--- config.mk ---
export PLATFORM = sky130hd
export DESIGN_NAME = logic_alu_pipe_flat
export DESIGN_NICKNAME = d
export VERILOG_FILES = /design/src/rtl/logic_alu_pipe_if.sv /design/src/rtl/logic_alu_pipe.sv /design/src/flat_wrapper.sv
export SDC_FILE = /design/constraint.sdc
export NUM_CORES = 1
export LEC_CHECK = 0
export CAP_MARGIN = 20
export CORE_MARGIN = 3
export CORE_UTILIZATION = 50
export DETAILED_ROUTE_END_ITERATION = 6
export PLACE_DENSITY = 0.75
export SLEW_MARGIN = 20
export SYNTH_ARGS = -nofsm -noshare
export SYNTH_HDL_FRONTEND = slang
export SYNTH_SLANG_ARGS = --single-unit
--- constraint.sdc ---
create_clock -name clk -period 2.9 [get_ports clk]
set_clock_uncertainty 0.15 [all_clocks]
set_input_delay 0.58 -clock clk [delete_from_list [all_inputs] [get_ports clk]]
set_output_delay 0.58 -clock clk [all_outputs]
set_load 0.005 [all_outputs]
--- src/rtl/logic_alu_pipe_if.sv ---
// Handshake bus for logic_alu_pipe: operand beat in, result beat with flags out.
// master drives operands and out_ready; slave is the pipeline itself.
interface logic_alu_pipe_if #(
  parameter int WIDTH = 5
);
  logic             in_valid;
  logic             in_ready;
  logic [WIDTH-1:0] a;
  logic [WIDTH-1:0] b;
  logic [2:0]       op;
  logic             out_valid;
  logic             out_ready;
  logic [WIDTH-1:0] z;
  logic             cf;
  logic             sf;
  logic             zf;
  logic             busy;

  modport master (
    output in_valid, a, b, op, out_ready,
    input  in_ready, out_valid, z, cf, sf, zf, busy
  );

  modport slave (
    input  in_valid, a, b, op, out_ready,
    output in_ready, out_valid, z, cf, sf, zf, busy
  );
endinterface

--- src/rtl/logic_alu_pipe.sv ---
// Two-stage valid/ready logic/shift unit: S1 captures operands, S2 registers
// the result and carry/sign/zero flags. Full backpressure, 2 beats in flight.
module logic_alu_pipe #(
  parameter int WIDTH = 5
) (
  input  logic              clk,
  input  logic              rst_n,
  logic_alu_pipe_if.slave   bus
);

  logic             s1_valid_reg;
  logic [WIDTH-1:0] a_reg;
  logic [WIDTH-1:0] b_reg;
  logic [2:0]       op_reg;

  logic             out_valid_reg;
  logic [WIDTH-1:0] z_reg;
  logic             cf_reg;
  logic             sf_reg;
  logic             zf_reg;

  logic             s1_load;
  logic             s2_load;
  logic             in_ready_next;

  logic [WIDTH-1:0] and_v;
  logic [WIDTH-1:0] or_v;
  logic [WIDTH-1:0] xor_v;
  logic [WIDTH-1:0] z_next;
  logic             cf_next;

  // S2 can take a new beat when it is empty or its beat leaves this cycle.
  assign s2_load       = s1_valid_reg & (~out_valid_reg | bus.out_ready);
  assign in_ready_next = ~s1_valid_reg | s2_load;
  assign s1_load       = bus.in_valid & in_ready_next;

  genvar gi;
  generate
    for (gi = 0; gi < WIDTH; gi++) begin : g_bit
      assign and_v[gi] = a_reg[gi] & b_reg[gi];
      assign or_v[gi]  = a_reg[gi] | b_reg[gi];
      assign xor_v[gi] = a_reg[gi] ^ b_reg[gi];
    end
  endgenerate

  always_comb begin
    z_next  = '0;
    cf_next = 1'b0;
    case (op_reg)
      3'b000: z_next = and_v;
      3'b001: z_next = or_v;
      3'b010: z_next = xor_v;
      3'b011: z_next = ~and_v;
      3'b100: z_next = ~or_v;
      3'b101: z_next = ~xor_v;
      3'b110: begin
        z_next  = {a_reg[WIDTH-2:0], 1'b0};
        cf_next = a_reg[WIDTH-1];
      end
      3'b111: begin
        z_next  = {1'b0, a_reg[WIDTH-1:1]};
        cf_next = a_reg[0];
      end
      default: begin
        z_next  = '0;
        cf_next = 1'b0;
      end
    endcase
  end

  always_ff @(posedge clk or negedge rst_n) begin
    if (!rst_n) begin
      s1_valid_reg <= 1'b0;
      a_reg        <= '0;
      b_reg        <= '0;
      op_reg       <= '0;
    end else begin
      if (s1_load) begin
        s1_valid_reg <= 1'b1;
        a_reg        <= bus.a;
        b_reg        <= bus.b;
        op_reg       <= bus.op;
      end else if (s2_load) begin
        s1_valid_reg <= 1'b0;
      end
    end
  end

  // Result registers only change on s2_load, so a stalled beat holds bit-for-bit.
  always_ff @(posedge clk or negedge rst_n) begin
    if (!rst_n) begin
      out_valid_reg <= 1'b0;
      z_reg         <= '0;
      cf_reg        <= 1'b0;
      sf_reg        <= 1'b0;
      zf_reg        <= 1'b0;
    end else begin
      if (s2_load) begin
        out_valid_reg <= 1'b1;
        z_reg         <= z_next;
        cf_reg        <= cf_next;
        sf_reg        <= z_next[WIDTH-1];
        zf_reg        <= (z_next == '0);
      end else if (bus.out_ready) begin
        out_valid_reg <= 1'b0;
      end
    end
  end

  assign bus.in_ready  = in_ready_next;
  assign bus.out_valid = out_valid_reg;
  assign bus.z         = z_reg;
  assign bus.cf        = cf_reg;
  assign bus.sf        = sf_reg;
  assign bus.zf        = zf_reg;
  assign bus.busy      = s1_valid_reg | out_valid_reg;

endmodule

--- src/flat_wrapper.sv ---
// flat-port wrapper written by rule: the top's interface ports become plain ports
module logic_alu_pipe_flat 
#(
  parameter int WIDTH = 5
)
  (clk, rst_n, bus_in_valid, bus_a, bus_b, bus_op, bus_out_ready, bus_in_ready, bus_out_valid, bus_z, bus_cf, bus_sf, bus_zf, bus_busy);
  logic_alu_pipe_if #(.WIDTH(WIDTH)) bus_i ();
  input  logic clk;
  input  logic rst_n;
  input wire logic [$bits(bus_i.in_valid)-1:0] bus_in_valid;
  input wire logic [$bits(bus_i.a)-1:0] bus_a;
  input wire logic [$bits(bus_i.b)-1:0] bus_b;
  input wire logic [$bits(bus_i.op)-1:0] bus_op;
  input wire logic [$bits(bus_i.out_ready)-1:0] bus_out_ready;
  output wire logic [$bits(bus_i.in_ready)-1:0] bus_in_ready;
  output wire logic [$bits(bus_i.out_valid)-1:0] bus_out_valid;
  output wire logic [$bits(bus_i.z)-1:0] bus_z;
  output wire logic [$bits(bus_i.cf)-1:0] bus_cf;
  output wire logic [$bits(bus_i.sf)-1:0] bus_sf;
  output wire logic [$bits(bus_i.zf)-1:0] bus_zf;
  output wire logic [$bits(bus_i.busy)-1:0] bus_busy;
  assign bus_i.in_valid = bus_in_valid;
  assign bus_i.a = bus_a;
  assign bus_i.b = bus_b;
  assign bus_i.op = bus_op;
  assign bus_i.out_ready = bus_out_ready;
  assign bus_in_ready = bus_i.in_ready;
  assign bus_out_valid = bus_i.out_valid;
  assign bus_z = bus_i.z;
  assign bus_cf = bus_i.cf;
  assign bus_sf = bus_i.sf;
  assign bus_zf = bus_i.zf;
  assign bus_busy = bus_i.busy;
  logic_alu_pipe #(.WIDTH(WIDTH)) u_core (.clk(clk), .rst_n(rst_n), .bus(bus_i));
endmodule
==> results by group, run 1 <==
CTS
  • Hold_buf cts: 0
  • CTS sink count: 22
  • Total CTS buffers: 3
  • CTS tree: yes
  • CTS H-tree depth: 1
  • CTS Root Cell: clkbuf_4
  • Clock-pin slew on the worst setup and hold paths: 0.11 ns
  • Maximum buffer depth of the clock tree: 2
  • Post-CTS Setup Inserts: 0
  • Worst skew pair latency: 0.30 ns
  • Cts repair resizes: 0

Synthesis
  • Mapped Area: 0.00143 sq mm
  • Synth warn: 0
  • Synthesized flop and latch total: 22
  • Area leader, netlist: dfrtp_1
  • Synth Flop Type: dfrtp_1
  • Async set or reset register ratio after synthesis: 1.00
  • Syn_nets: 162
  • Cell with the most instances after synthesis: dfrtp_1
  • Mapped Cells: 135
  • Commonest cells in the netlist: dfrtp_1 (22), mux2_2 (15), inv_1 (11)
  • Netlist cell types: 34
  • Post-synth EDFFs: 0
  • Seq/Total Area, Yosys: 0.386
  • Syn Area/Cell: 10.6 sq um
  • Synth area leaders: dfrtp_1 (39%), mux2_2 (12%), ha_1 (8.8%)
  • Top-area cell type share of the netlist area: 0.386

Timing
  • Final Slew Violations: 0
  • Slew @ Worst Pin: 0.888 ns
  • Final setup vio count: 0
  • Worst setup margin: 0.453 ns
  • Crit share post-route: 0.844
  • Final min period: 2.45 ns
  • Fmax: 409 MHz
  • Final hold violations: 0
  • TNS Setup: 0 ns
  • Slew margin rel.: 0.408
  • RSZ-0062 raised after global routing: no

Status
  • Status: finished, final reports clean

Global route
  • Overflow after GRT: 0
  • Largest net degree at the start of global routing: 30
  • Antenna violations before repair: 0
  • Gr usage total: 0.179
  • First-pass GRT wire length: 4840 um
  • Number of global-route vias before repair: 1091

Setup path
  • Critical Path Fanout Max: 3
  • Reg2reg start: u_core.op_reg[2]$_DFFE_PN0P_
  • CP Data Required Time: 2.17 ns
  • Worst Setup Start Kind: input pin
  • Worst EP arrival: 1.72 ns
  • Crit Path Category: in2out
  • Crit end category: primary output
  • Beginning of the critical path: bus_out_ready

Route
  • WL final: 2650 um
  • Initial DRC count: 32
  • DR DRC count: 0
  • Routed len/inst: 14.2 um
  • DRT Pass-1 Iters: 5
  • Vias/cell: 5.53
  • Vias post-DR: 1034
  • Final ANT Viol Nets: 0

Layout
  • Layout cells sized above 1: 0.166
  • Post-Layout Cell Count: 187
  • Fin nets: 186
  • N_diodes: 0
  • Area grow syn2layout: 19.6%

Power
  • Leakage power: 0.747 nW
  • Peak supply drop: 393 uV
  • Pwr/cell area: 554 mW/mm^2
  • Power Total: 0.000945 W

Worst hold path
  • Worst hold path type: reg2reg
  • HP Start: u_core.bus.z[3]$_DFFE_PN0P_

Floorplan
  • Die X: 59.4 um
  • Core area: 0.00259 sq mm
  • Die Ht: 59.4 um
  • Die area: 0.00353 sq mm
  • Row Count: 18
  • Starting Density: 0.551
  • Ports: 28

Placement
  • Pre-CTS setup slack: 0.447 ns
  • DP Cell Count: 184
  • Port Buffers: 27
  • Detailed-placement wirelength estimate: 2050 um
  • Final RePlAce weighted congestion: 0.790

Job
  • # Max-Cap Violations: 0
critical path, stage by stage:
cell and delay, ns:
clkdlybuf4s50_1 0.47, nand3b_1 0.15, clkdlybuf4s50_1 0.52
placed cells by master, fill, tap and decap left out, drive strengths merged:
cell type / instances
o211ai: 1
clkdlybuf4s50: 27
nand2b: 7
or2: 1
ha: 10
a31oi: 1
a311oi: 2
a2111oi: 1
a31o: 1
a211oi: 2
nand3b: 2
or3: 1
mux4: 1
a32o: 1
inv: 11
nor2: 5
mux2i: 7
nor3b: 1
a21oi: 3
dfrtp: 22
nor4b: 1
nand2: 9
nor2b: 2
nor3: 5
a21o: 1
o31ai: 3
o22ai: 2
mux2: 15
clkbuf: 3
and2b: 2
buf: 1
o21ai: 6
kinds of logic after synthesis:
| logic type | count (synthesis) | synth area share |
|---|---|---|
| buffers and inverters | 20 | 0.0702 |
| AOI/OAI and AO/OA | 24 | 0.138 |
| adders and majority gates | 10 | 0.0877 |
| muxes | 23 | 0.183 |
| DFF | 22 | 0.386 |
| and+or+nand+nor | 36 | 0.135 |
power by group:
group	switching, W	internal [W]	leakage, nW
Sequential	0.0000812	0.000366	0.259
Clock	0.0000854	0.0000484	0.0138
Combinational	0.000144	0.000220	0.474
Total	0.000311	0.000635	0.747
metal layers:
metal  share of wire  track usage
met4          0.0049       0.0680
met3           0.028       0.0196
met5               0            0
met1            0.43        0.227
met2            0.53        0.310
per-stage QoR:
step	util	hold slack, ns	instance area (sq um)
finish	0.658	0.342	1710
global route	0.658	0.393	1710
CTS	0.658	0.351	1710
detailed placement	0.650	0.325	1680
global placement	0.650	0.321	1680
floorplan	-	0.134	1430
path summary, 6_finish.rpt:
path,depth (start not counted),slack (ns),endpoint
max,3,0.45,bus_in_ready
min,2,0.34,u_core.bus.z[3]$_DFFE_PN0P_
max reg2reg,5,0.66,u_core.bus.zf$_DFFE_PN0P_
min reg2reg,2,0.34,u_core.bus.z[3]$_DFFE_PN0P_
max in group asynchronous,2,1.92,u_core.b_reg[2]$_DFFE_PN0P_
min in group asynchronous,2,0.46,u_core.b_reg[3]$_DFFE_PN0P_
layout make-up:
class,count,area [sq um]
fill,218,885
multi-input combinational,93,776
sequential,22,551
timing repair buffer,28,278
inverter,11,41.3
tap,30,37.5
clock buffer,3,22.5
No activity file was read; power rests on OpenSTA's default activity.
==> run 2, diff against run 1 <==
clock period = 2.3 ns   (was 2.9 ns; I/O delays follow)
==> run 2 against run 1 <==
Against the previous run: register-to-register slack worse by 0.40 ns; largest cell class unchanged; total power rose by 33%; final cell count rose by 3.2%; first-iteration DRC count increased by 53%; combinational power up 36%; hold slack gained 0.0012 ns; core utilization rose by 2.0 points; critical path type unchanged; sequential share of layout area down 0.94 points; flip-flop and latch count did not move; die area is the same; via count up 2.2%.
==> results by group, run 2 (synthesized netlist as in run 1, its figures left out) <==
Setup path
  • Worst R2R Setup Slack: 0.26 ns (-0.40 ns)
  • Worst EP arrival: 1.61 ns (-0.11 ns)
  • RR Endpoint: u_core.bus.zf$_DFFE_PN0P_
  • Critical Path Fanout Max: 3 (unchanged)
  • Worst Setup Start Kind: input pin
  • Reg2reg start: u_core.op_reg[2]$_DFFE_PN0P_
  • FF-to-FF path depth: 6 (+1)
  • CP Data Required Time: 1.69 ns (-0.48 ns)
  • Crit Path Category: in2out
  • Crit end category: primary output

Power
  • Leakage power: 0.778 nW (+4.1%)
  • Pwr/cell area: 716 mW/mm^2 (+29%)
  • Peak supply drop: 520 uV (+32%)

Job
  • # Max-Cap Violations: 0 (unchanged)

CTS
  • Worst skew pair latency: 0.31 ns (about the same)
  • Total CTS buffers: 3 (unchanged)
  • CTS sink count: 22 (unchanged)
  • CTS Root Cell: clkbuf_4
  • Clock-pin slew on the worst setup and hold paths: 0.12 ns (about the same)
  • Cts repair resizes: 0 (unchanged)
  • Hold_buf cts: 0 (unchanged)
  • CTS tree: yes
  • Post-CTS Setup Inserts: 0 (unchanged)
  • Maximum buffer depth of the clock tree: 2 (unchanged)
  • CTS H-tree depth: 1 (unchanged)

Layout
  • Fin nets: 191 (+2.7%)
  • Most common cell after layout, fill and taps aside: clkdlybuf4s50_1
  • Layout cells sized above 1: 0.196 (+0.0307)
  • N_diodes: 0 (unchanged)
  • Area grow syn2layout: 23.2%
  • Core Util, Final: 0.678 (+0.0198)
  • Commonest non-fill, non-tap cells in the layout: clkdlybuf4s50_1 (27), dfrtp_1 (22), mux2_2 (15)

Timing
  • Final min period: 2.22 ns
  • RSZ-0062 raised after global routing: no
  • Final setup vio count: 0 (unchanged)
  • Slew @ Worst Pin: 0.593 ns (-0.295 ns)
  • Crit share post-route: 0.964
  • Final Slew Violations: 0 (unchanged)
  • TNS Setup: 0 ns (unchanged)
  • Fmax: 451 MHz
  • Slew margin rel.: 0.605 (+0.197)
  • Final hold violations: 0 (unchanged)

Floorplan
  • Die Ht: 59.4 um (unchanged)
  • Die area: 0.00353 sq mm (unchanged)
  • Row Count: 18 (unchanged)
  • Ports: 28 (unchanged)
  • Core area: 0.00259 sq mm (unchanged)
  • Die X: 59.4 um (unchanged)
  • Starting Density: 0.551 (unchanged)

Route
  • Initial DRC count: 49 (+53%)
  • Final ANT Viol Nets: 0 (unchanged)
  • DR DRC count: 0 (unchanged)
  • DRT Pass-1 Iters: 4 (-1)
  • Vias/cell: 5.48 (-0.95%)
  • Vias post-DR: 1057 (+2.2%)
  • Routed len/inst: 14.6 um (+3.0%)
  • WL final: 2820 um (+6.3%)

Global route
  • First-pass GRT wire length: 4890 um (+1.0%)
  • Number of global-route vias before repair: 1073 (-1.6%)
  • Gr usage total: 0.181 (+0.00207)
  • Overflow after GRT: 0 (unchanged)
  • Antenna violations before repair: 0 (unchanged)
  • Largest net degree at the start of global routing: 23 (-23%)

Placement
  • Port Buffers: 27 (unchanged)
  • Final RePlAce weighted congestion: 0.801 (+1.4%)
  • Detailed-placement wirelength estimate: 2180 um (+6.3%)

Status
  • Status: finished, final reports clean

Worst hold path
  • Worst hold path type: in2async
==> run 2: changes by cell type in the layout (fill, tap and decap cells not counted), sizes merged <==
cell    delta
buf        +5
clkbuf     +1
==> run 2: area by class of cell <==
cell class	count	area (sq um)
fill	211	833
multi-input combinational	93	776
inverter	11	41.3
sequential	22	551
clock buffer	4	36.3
timing repair buffer	33	315
tap	30	37.5
==> run 2: layer usage <==
metal,routed length [um],vias up,part of all wire,track usage
li1,-,529,-,-
met1,1280,509,0.45,0.246
met2,1420,15,0.50,0.300
met3,90,4,0.032,0.0327
met4,29,0,0.010,0.0388
met5,0,-,0,0
==> run 2: worst max path at each step <==
stage,startpoint,to,slack (ns),cells past startpoint
final,bus_out_ready,bus_in_ready,0.08,3
after global routing,bus_out_ready,bus_in_ready,0.04,3
after CTS,bus_out_ready,bus_in_ready,0.08,3
after detailed placement,bus_out_ready,bus_in_ready,0.09,3
after global placement,bus_out_ready,bus_in_ready,0.12,3
after floorplan,u_core.a_reg[4]$_DFFE_PN0P_,u_core.bus.zf$_DFFE_PN0P_,0.51,7
==> run 2: through the flow <==
| stage | cells | hold WS [ns] | setup slack [ns] | instance area, sq um | total power [W] |
|---|---|---|---|---|---|
| 5_1_grt | 193 | 0.352 | 0.0386 | 1760 | 0.00136 |
| 4_1_cts | 193 | 0.347 | 0.0821 | 1760 | 0.00128 |
| 2_1_floorplan | 135 | 0.0144 | 0.509 | 1430 | 0.000858 |
| 6_report | 193 | 0.343 | 0.0839 | 1760 | 0.00126 |
| 3_5_place_dp | 189 | 0.338 | 0.0871 | 1720 | 0.00106 |
| 3_3_place_gp | 189 | 0.317 | 0.118 | 1720 | 0.00103 |
==> run 2: critical path: stages <==
cell	delay [ns]
clkdlybuf4s50_1	0.47
nand3b_1	0.15
clkdlybuf4s50_1	0.53
==> run 2: where the power goes <==
group | internal, W | leakage [nW] | total [W] | switching (W)
sequential | 0.000461 | 0.259 | 0.000551 | 0.0000898
combinational | 0.000291 | 0.498 | 0.000495 | 0.000204
clock | 0.0000967 | 0.0210 | 0.000211 | 0.000114
